File: config.mk
export PLATFORM = sky130hd
export DESIGN_NAME = hazard_scoreboard_flat
export DESIGN_NICKNAME = d
export VERILOG_FILES = /design/src/rtl/hazard_scoreboard_if.sv /design/src/rtl/hazard_scoreboard.sv /design/src/flat_wrapper.sv
export SDC_FILE = /design/constraint.sdc
export NUM_CORES = 1
export LEC_CHECK = 0
export BUFFER_PORTS_ARGS = -buffer_cell sky130_fd_sc_hd__buf_2
export CORE_MARGIN = 2
export CORE_UTILIZATION = 58
export CTS_BUF_LIST = sky130_fd_sc_hd__clkbuf_2 sky130_fd_sc_hd__clkbuf_4 sky130_fd_sc_hd__clkbuf_8
export CTS_CLUSTER_DIAMETER = 200
export CTS_CLUSTER_SIZE = 40
export DETAILED_ROUTE_END_ITERATION = 10
export PLACE_DENSITY_LB_ADDON = 0.1
export RECOVER_POWER = 50
export SKIP_LAST_GASP = 1
export SYNTH_ARGS = -nofsm -noshare
export SYNTH_HDL_FRONTEND = slang
export SYNTH_SLANG_ARGS = --single-unit
export TNS_END_PERCENT = 30
File: constraint.sdc
create_clock -name clk -period 2.4 [get_ports clk]
set_input_delay 0.12 -clock clk [delete_from_list [all_inputs] [get_ports clk]]
set_output_delay 0.12 -clock clk [all_outputs]
set_load 0.02 [all_outputs]
File: src/rtl/hazard_scoreboard_if.sv
// D-stage decode fields into the hazard scoreboard and the stall
// and multiply/divide status it returns to the pipeline.
interface hazard_scoreboard_if #(
  parameter int TW = 2
);
  logic          flush;
  logic          d_valid;
  logic [4:0]    d_rs;
  logic [4:0]    d_rt;
  logic [TW-1:0] d_tuse_rs;
  logic [TW-1:0] d_tuse_rt;
  logic [4:0]    d_dst;
  logic [TW-1:0] d_tnew;
  logic          d_md_start;
  logic          d_md_div;
  logic          d_hilo_use;
  logic          d_eret;
  logic          d_mtc0_epc;
  logic          stall;
  logic [3:0]    stall_cause;
  logic          md_busy;
  logic          md_done;

  modport master (
    output flush, d_valid, d_rs, d_rt,
    output d_tuse_rs, d_tuse_rt, d_dst, d_tnew,
    output d_md_start, d_md_div, d_hilo_use,
    output d_eret, d_mtc0_epc,
    input  stall, stall_cause, md_busy, md_done
  );

  modport slave (
    input  flush, d_valid, d_rs, d_rt,
    input  d_tuse_rs, d_tuse_rt, d_dst, d_tnew,
    input  d_md_start, d_md_div, d_hilo_use,
    input  d_eret, d_mtc0_epc,
    output stall, stall_cause, md_busy, md_done
  );
endinterface

File: src/rtl/hazard_scoreboard.sv
// Registered in-flight destination scoreboard producing D-stage stalls,
// with an internal HI/LO busy countdown and EPC-write vs eret ordering.
module hazard_scoreboard #(
  parameter int NUM_STAGES   = 3,
  parameter int TW           = 2,
  parameter int MULT_CYCLES  = 5,
  parameter int DIV_CYCLES   = 10,
  parameter int CP0_WB_STAGE = 2
) (
  input  logic              clk,
  input  logic              reset,
  hazard_scoreboard_if.slave bus
);

  localparam int MAXL =
    (MULT_CYCLES > DIV_CYCLES) ? MULT_CYCLES : DIV_CYCLES;
  localparam int CW = $clog2(MAXL + 1);

  typedef struct packed {
    logic          v;
    logic [4:0]    dst;
    logic [TW-1:0] tnew;
    logic          epc;
    logic          md;
  } entry_t;

  entry_t        e [1:NUM_STAGES];
  logic [CW-1:0] cnt;
  logic          done_q;

  logic rs_hit;
  logic rt_hit;
  logic cp0_hit;
  logic rs_haz;
  logic rt_haz;
  logic hilo_haz;
  logic cp0_haz;
  logic stall;
  logic load;
  logic md_load;

  function automatic logic [TW-1:0] sat_dec(
    input logic [TW-1:0] x
  );
    return (x == '0) ? x : x - TW'(1);
  endfunction

  always_comb begin
    rs_hit  = 1'b0;
    rt_hit  = 1'b0;
    cp0_hit = 1'b0;
    for (int k = 1; k <= NUM_STAGES; k++) begin
      if (e[k].v && e[k].dst == bus.d_rs &&
          e[k].tnew > bus.d_tuse_rs)
        rs_hit = 1'b1;
      if (e[k].v && e[k].dst == bus.d_rt &&
          e[k].tnew > bus.d_tuse_rt)
        rt_hit = 1'b1;
      if (k <= CP0_WB_STAGE && e[k].v && e[k].epc)
        cp0_hit = 1'b1;
    end
  end

  // r0 is never a real dependency, even if an entry targets it
  assign rs_haz = bus.d_valid && (bus.d_rs != 5'd0) && rs_hit;
  assign rt_haz = bus.d_valid && (bus.d_rt != 5'd0) && rt_hit;

  assign hilo_haz = bus.d_valid && bus.d_hilo_use &&
                    ((cnt != '0) || (e[1].v && e[1].md));

  assign cp0_haz = bus.d_valid && bus.d_eret && cp0_hit;

  assign stall   = rs_haz | rt_haz | hilo_haz | cp0_haz;
  assign load    = bus.d_valid && !stall;
  assign md_load = load && bus.d_md_start;

  assign bus.stall       = stall;
  assign bus.stall_cause = {cp0_haz, hilo_haz, rt_haz, rs_haz};
  assign bus.md_busy     = (cnt != '0);
  assign bus.md_done     = done_q;

  always_ff @(posedge clk) begin
    if (!reset) begin
      for (int k = 1; k <= NUM_STAGES; k++)
        e[k] <= '0;
      cnt    <= '0;
      done_q <= 1'b0;
    end else if (bus.flush) begin
      for (int k = 1; k <= NUM_STAGES; k++)
        e[k].v <= 1'b0;
      cnt    <= '0;
      done_q <= 1'b0;
    end else begin
      for (int k = 1; k < NUM_STAGES; k++) begin
        e[k+1]      <= e[k];
        e[k+1].tnew <= sat_dec(e[k].tnew);
      end
      if (load) begin
        e[1].v    <= 1'b1;
        e[1].dst  <= bus.d_dst;
        e[1].tnew <= bus.d_tnew;
        e[1].epc  <= bus.d_mtc0_epc;
        e[1].md   <= bus.d_md_start;
      end else begin
        e[1] <= '0;
      end
      // a load can only happen at zero: the hilo stall blocks it otherwise
      if (md_load)
        cnt <= bus.d_md_div ? CW'(DIV_CYCLES) : CW'(MULT_CYCLES);
      else if (cnt != '0)
        cnt <= cnt - CW'(1);
      done_q <= (cnt == CW'(1)) && !md_load;
    end
  end

endmodule

File: src/flat_wrapper.sv
// flat-port wrapper written by rule: the top's interface ports become plain ports
module hazard_scoreboard_flat 
#(
  parameter int NUM_STAGES   = 3,
  parameter int TW           = 2,
  parameter int MULT_CYCLES  = 5,
  parameter int DIV_CYCLES   = 10,
  parameter int CP0_WB_STAGE = 2
)
  (clk, reset, bus_flush, bus_d_valid, bus_d_rs, bus_d_rt, bus_d_tuse_rs, bus_d_tuse_rt, bus_d_dst, bus_d_tnew, bus_d_md_start, bus_d_md_div, bus_d_hilo_use, bus_d_eret, bus_d_mtc0_epc, bus_stall, bus_stall_cause, bus_md_busy, bus_md_done);
  hazard_scoreboard_if #(.TW(TW)) bus_i ();
  input  logic clk;
  input  logic reset;
  input wire logic [$bits(bus_i.flush)-1:0] bus_flush;
  input wire logic [$bits(bus_i.d_valid)-1:0] bus_d_valid;
  input wire logic [$bits(bus_i.d_rs)-1:0] bus_d_rs;
  input wire logic [$bits(bus_i.d_rt)-1:0] bus_d_rt;
  input wire logic [$bits(bus_i.d_tuse_rs)-1:0] bus_d_tuse_rs;
  input wire logic [$bits(bus_i.d_tuse_rt)-1:0] bus_d_tuse_rt;
  input wire logic [$bits(bus_i.d_dst)-1:0] bus_d_dst;
  input wire logic [$bits(bus_i.d_tnew)-1:0] bus_d_tnew;
  input wire logic [$bits(bus_i.d_md_start)-1:0] bus_d_md_start;
  input wire logic [$bits(bus_i.d_md_div)-1:0] bus_d_md_div;
  input wire logic [$bits(bus_i.d_hilo_use)-1:0] bus_d_hilo_use;
  input wire logic [$bits(bus_i.d_eret)-1:0] bus_d_eret;
  input wire logic [$bits(bus_i.d_mtc0_epc)-1:0] bus_d_mtc0_epc;
  output wire logic [$bits(bus_i.stall)-1:0] bus_stall;
  output wire logic [$bits(bus_i.stall_cause)-1:0] bus_stall_cause;
  output wire logic [$bits(bus_i.md_busy)-1:0] bus_md_busy;
  output wire logic [$bits(bus_i.md_done)-1:0] bus_md_done;
  assign bus_i.flush = bus_flush;
  assign bus_i.d_valid = bus_d_valid;
  assign bus_i.d_rs = bus_d_rs;
  assign bus_i.d_rt = bus_d_rt;
  assign bus_i.d_tuse_rs = bus_d_tuse_rs;
  assign bus_i.d_tuse_rt = bus_d_tuse_rt;
  assign bus_i.d_dst = bus_d_dst;
  assign bus_i.d_tnew = bus_d_tnew;
  assign bus_i.d_md_start = bus_d_md_start;
  assign bus_i.d_md_div = bus_d_md_div;
  assign bus_i.d_hilo_use = bus_d_hilo_use;
  assign bus_i.d_eret = bus_d_eret;
  assign bus_i.d_mtc0_epc = bus_d_mtc0_epc;
  assign bus_stall = bus_i.stall;
  assign bus_stall_cause = bus_i.stall_cause;
  assign bus_md_busy = bus_i.md_busy;
  assign bus_md_done = bus_i.md_done;
  hazard_scoreboard #(.NUM_STAGES(NUM_STAGES), .TW(TW), .MULT_CYCLES(MULT_CYCLES), .DIV_CYCLES(DIV_CYCLES), .CP0_WB_STAGE(CP0_WB_STAGE)) u_core (.clk(clk), .reset(reset), .bus(bus_i));
endmodule
-- Yosys cells after proc, flatten, opt, wreduce, memory -nomap -nowiden
Memories as Yosys holds them, arrays and structs flattened.
Cells that the tools add are included.
- muxes and demuxes: 47
- add/subtract/negate cells: 3
- eq/ne operators: 7
- bitwise operators: 23
- magnitude comparators: 6
- reduce and logical (&&, ||, !) cells: 36
- operators with widths (operator ; count):
    2-to-1 mux 1 bit ; 34
    == test 5 bit ; 6
    logical AND 1 bit ; 26
    OR 1 bit ; 22
    2-to-1 mux 9 bit ; 2
    > comparator 2 bit ; 6
    2-to-1 mux 2 bit ; 6
    2-to-1 mux 4 bit ; 3
    2-to-1 mux 5 bit ; 2
    nonzero test 5 bit ; 2
    == test 4 x 1 -> 1 bit (second input constant) ; 1
    zero test 2 bit ; 2
    nonzero test 4 bit ; 1
    subtractor 2 x 1 -> 2 bit (second input constant) ; 2
    subtractor 4 x 1 -> 4 bit (second input constant) ; 1
    zero test 1 bit ; 2
    nonzero test 2 bit ; 1
    OR reduction 2 bit ; 1
    logical OR 1 bit ; 1
    NOT 1 bit ; 1
- output and inout bits: 7
- logic and storage cells: 125
- bits of input ports: 30
- memories: 1
- memory bits (writable): 30
- register bits after elaboration: 5
- memories (memory ; depth ; bits a word ; read ports ; clocked after Yosys merged registers in ; wr ports ; RTL line ; source):
    u_core.e ; 3 ; 10 ; 3 ; 0 ; 3 ; hazard_scoreboard.sv:27 ; entry_t e [1:NUM_STAGES];

-- Depth between registers and ports, before layout
An unclocked memory read counts as a cell.
- word-level depth: 19
- depth in mapped cells: 9
- mapped depth without buffers: 9

-- Worst setup path before layout
OpenSTA, ideal clock, no wires.
- path type: reg-to-reg
- from: register, netlist name u_core.e[0][22]
- to: register, netlist name u_core.e[0][11]
- slack: 0.333 ns
- data arrival time: 1.812 ns
- required time: 2.145 ns
- buffers on the path: 0
- library setup time: 0.255 ns
- cell stages (with the launch flop): 10
- period minus slack after synthesis: 2.067 ns
- cell sequence: edfxtp_1 inv_1 ha_1 a21boi_1 o2111ai_1 nor4_1 nor3_2 o211ai_4 nor2_4 and2_1

==> results.sh <==
export IMPL_required_ps=2650
export IMPL_grt_max_degree=25
export IMPL_synth_edff_count=27
export IMPL_htreeDepth=2
export IMPL_use_met2=0.336
export IMPL_final_common_cell="buf_2"
export IMPL_cts_tree="built"
export IMPL_power_leakage_nw=1.02
export IMPL_drt_wl_total_um=4000
export IMPL_cts_root_buf="clkbuf_4"
export IMPL_numPortBuffers=36
export IMPL_grt_setup_unrepaired="no"
export IMPL_drt_wirelength_per_cell_um=14.0
export IMPL_power_total_mw=1.23
export IMPL_routabilityCongestion=0.816
export IMPL_critPathKind="flip-flop to flip-flop"
export IMPL_track_usage=0.210
export IMPL_coreArea_um2=3390
export IMPL_drt_first_pass_iters=4
export IMPL_hpwl_um=3140
export IMPL_regArea_um2=911
export IMPL_startpoint_type="flip-flop"
export IMPL_antenna_left=0
export IMPL_io_pins=37
export IMPL_avgSynthCellArea_um2=10.6
export IMPL_syn_area_um2=2090
export IMPL_die_area_um2=4110
export IMPL_cp_cell_sequence="ha_1 > nor2b_1 > o2111ai_1 > nor4_2 > nor3_2 > o211ai_4 > buf_12 > nor3_4 > mux2i_1"
export IMPL_synth_async_reset_ratio=0
export IMPL_worstMarginPinSlew_ps=1330
export IMPL_fp_row_count=21
export IMPL_multi_input_area_um2=1100
export IMPL_synth_ff_type="edfxtp_1"
export IMPL_pre_cts_slack_ps=166
export IMPL_vias=1477
export IMPL_hold_ws_ps=72.8
export IMPL_period_share=0.937
export IMPL_viasPerCell=5.16
export IMPL_use_met1=0.278
export IMPL_setup_violations_final=0
export IMPL_fin_setup_tns_ps=0
export IMPL_clkSinkCount=32
export IMPL_critPathMaxFanout=5
export IMPL_diodes=0
export IMPL_maxCapViolCount=0
export IMPL_final_nets=283
export IMPL_slew_headroom=0.116
export IMPL_ys_types=37
export IMPL_grtUsageMet3=0.0546
export IMPL_crit_buf_inv=1
export IMPL_drcViolationCount=0
export IMPL_cpPeakStageDelay_ps=440
export IMPL_powerDensity_nw_per_um2=514
export IMPL_end_kind="flip-flop"
export IMPL_overflow=0
export IMPL_finalHoldViolations=0
export IMPL_drive_above_1_share=0.238
export IMPL_slew_viol_final=0
export IMPL_die_h_um=64.1
export IMPL_crit_family="simple AND/OR/NAND/NOR gates"
export IMPL_syn2layout_area_growth_pct=14.5
export IMPL_irDropWorstVdd_mv=0.361
export IMPL_initial_core_util=0.618
export IMPL_clk_pin_slew_ps=100
export IMPL_fillCellCount=261
export IMPL_initialDrtViolationCount=36
export IMPL_clock_path_buffers=2
export IMPL_die_x_um=64.1
export IMPL_numCtsBuffers=5
export IMPL_antenna_found_initial=0
export IMPL_final_cell_mix="35 x buf_2, 27 x edfxtp_1, 21 x xnor2_1, 18 x and2_1, 17 x nand2_1"
export IMPL_crit_path_top_delay_cell="edfxtp_1"
export IMPL_max_freq_ghz=0.445
export IMPL_ys_ff_latch=32
export IMPL_ys_warn_count=0
export IMPL_period_needed_ps=2250
export IMPL_worst_hold_path_type="input port to flip-flop"
export IMPL_busiest_layer="met2"
export IMPL_fin_ws_ps=152
export IMPL_status="completed"
export IMPL_grt_pass1_vias=1472
export IMPL_grt_pass1_wl_um=6510
export IMPL_critical_path_arrival_ps=2500
export IMPL_fin_skew_ps=4.99
export IMPL_clk_latency_ps=320
export IMPL_synthCells=197
export IMPL_ys_seq_area_frac=0.435
layer usage:
| layer | up-vias | wire [um] |
|---|---|---|
| met5 | - | 0 |
| met2 | 42 | 1930 |
| met3 | 2 | 239 |
| met1 | 680 | 1820 |
| met4 | 0 | 14 |
| li1 | 753 | - |
path summary, 6_finish.rpt:
kind	slack [ps]	end	cells after the start	from
worst max-delay path	150	u_core.cnt[1]	9	u_core.e[0][13]
worst max register to register	150	u_core.cnt[1]	9	u_core.e[0][13]
worst min register to register	560	u_core.e[0][32]	1	u_core.e[0][22]
worst min-delay path	70	u_core.e[0][17]	2	bus_d_dst[3]
layout make-up:
| class | count | area share |
|---|---|---|
| clock buffers | 7 | 0.0219 |
| well taps | 46 | 0.0240 |
| inverters | 16 | 0.0251 |
| repair buffers | 39 | 0.0893 |
| multi-input cells | 145 | 0.458 |
| flip-flops and latches | 32 | 0.380 |
| clock inverters | 1 | 0.00157 |
worst register-to-register path: cells and delay by family, from the launching register on:
family                     cells  cell delay (ps)
AOI/OAI and AO/OA              2              330
adders and majority gates      1              310
buffers and inverters          1              150
DFF                            1              440
muxes                          1              240
and+or+nand+nor                4              710
repair_timing:
| action | CTS | global route |
|---|---|---|
| resized for setup | 1 | 1 |
| pin swaps | 0 | 1 |
| setup endpoints to repair | 1 | 1 |
| hold buffers | 0 | 0 |
| buffers inserted | 0 | 1 |
sequential cells by signal, indices dropped and copies added (netlist names):
signal              cells
u_core.e               27
u_core.cnt              4
u_core.bus.md_done      1
Yosys cell counts (2+ instances only):
cell        n  share of area
a21boi_1    2         0.0072
a21oi_1     6          0.014
and2_1     22          0.066
and3_1      2         0.0060
buf_4       4          0.014
dfxtp_1     5          0.048
edfxtp_1   27           0.39
ha_1       14          0.084
inv_1      16          0.029
mux2i_1     5          0.024
nand2_1    17          0.030
nand3_1     8          0.019
nor2_1      7          0.013
nor2b_1     3         0.0090
nor3_1      3         0.0072
nor4_1      3         0.0090
nor4_2      3          0.018
o2111ai_1   2         0.0084
xnor2_1    21          0.088
xor2_1     10          0.042
where the power goes:
| group | total, mW | internal (mW) | switching (mW) |
|---|---|---|---|
| clock network | 0.310 | 0.135 | 0.174 |
| logic | 0.256 | 0.118 | 0.139 |
| registers | 0.666 | 0.637 | 0.0290 |
metrics by stage:
step | area (um^2) | utilization | std cells
global route | 2400 | 0.707 | 286
floorplan | 2100 | - | 199
global placement | 2310 | 0.683 | 277
finish | 2400 | 0.707 | 286
CTS | 2380 | 0.701 | 285
detailed placement | 2310 | 0.683 | 277
cells by family (layout without fill, tap and decap cells):
family                   after synthesis  after routing  share of synthesized area
AND/OR/NAND/NOR                       76             76                      0.215
AO/OA/AOI/OAI                         16             16                     0.0640
multiplexers                           5              5                     0.0239
flip-flops                            32             32                      0.435
buffers and inverters                 22             63                     0.0472
adder cells (fa/ha/maj)               14             14                     0.0837
XOR/XNOR                              31             31                      0.130
other                                  1              3                    0.00179
(Power assumes the default switching activity.)
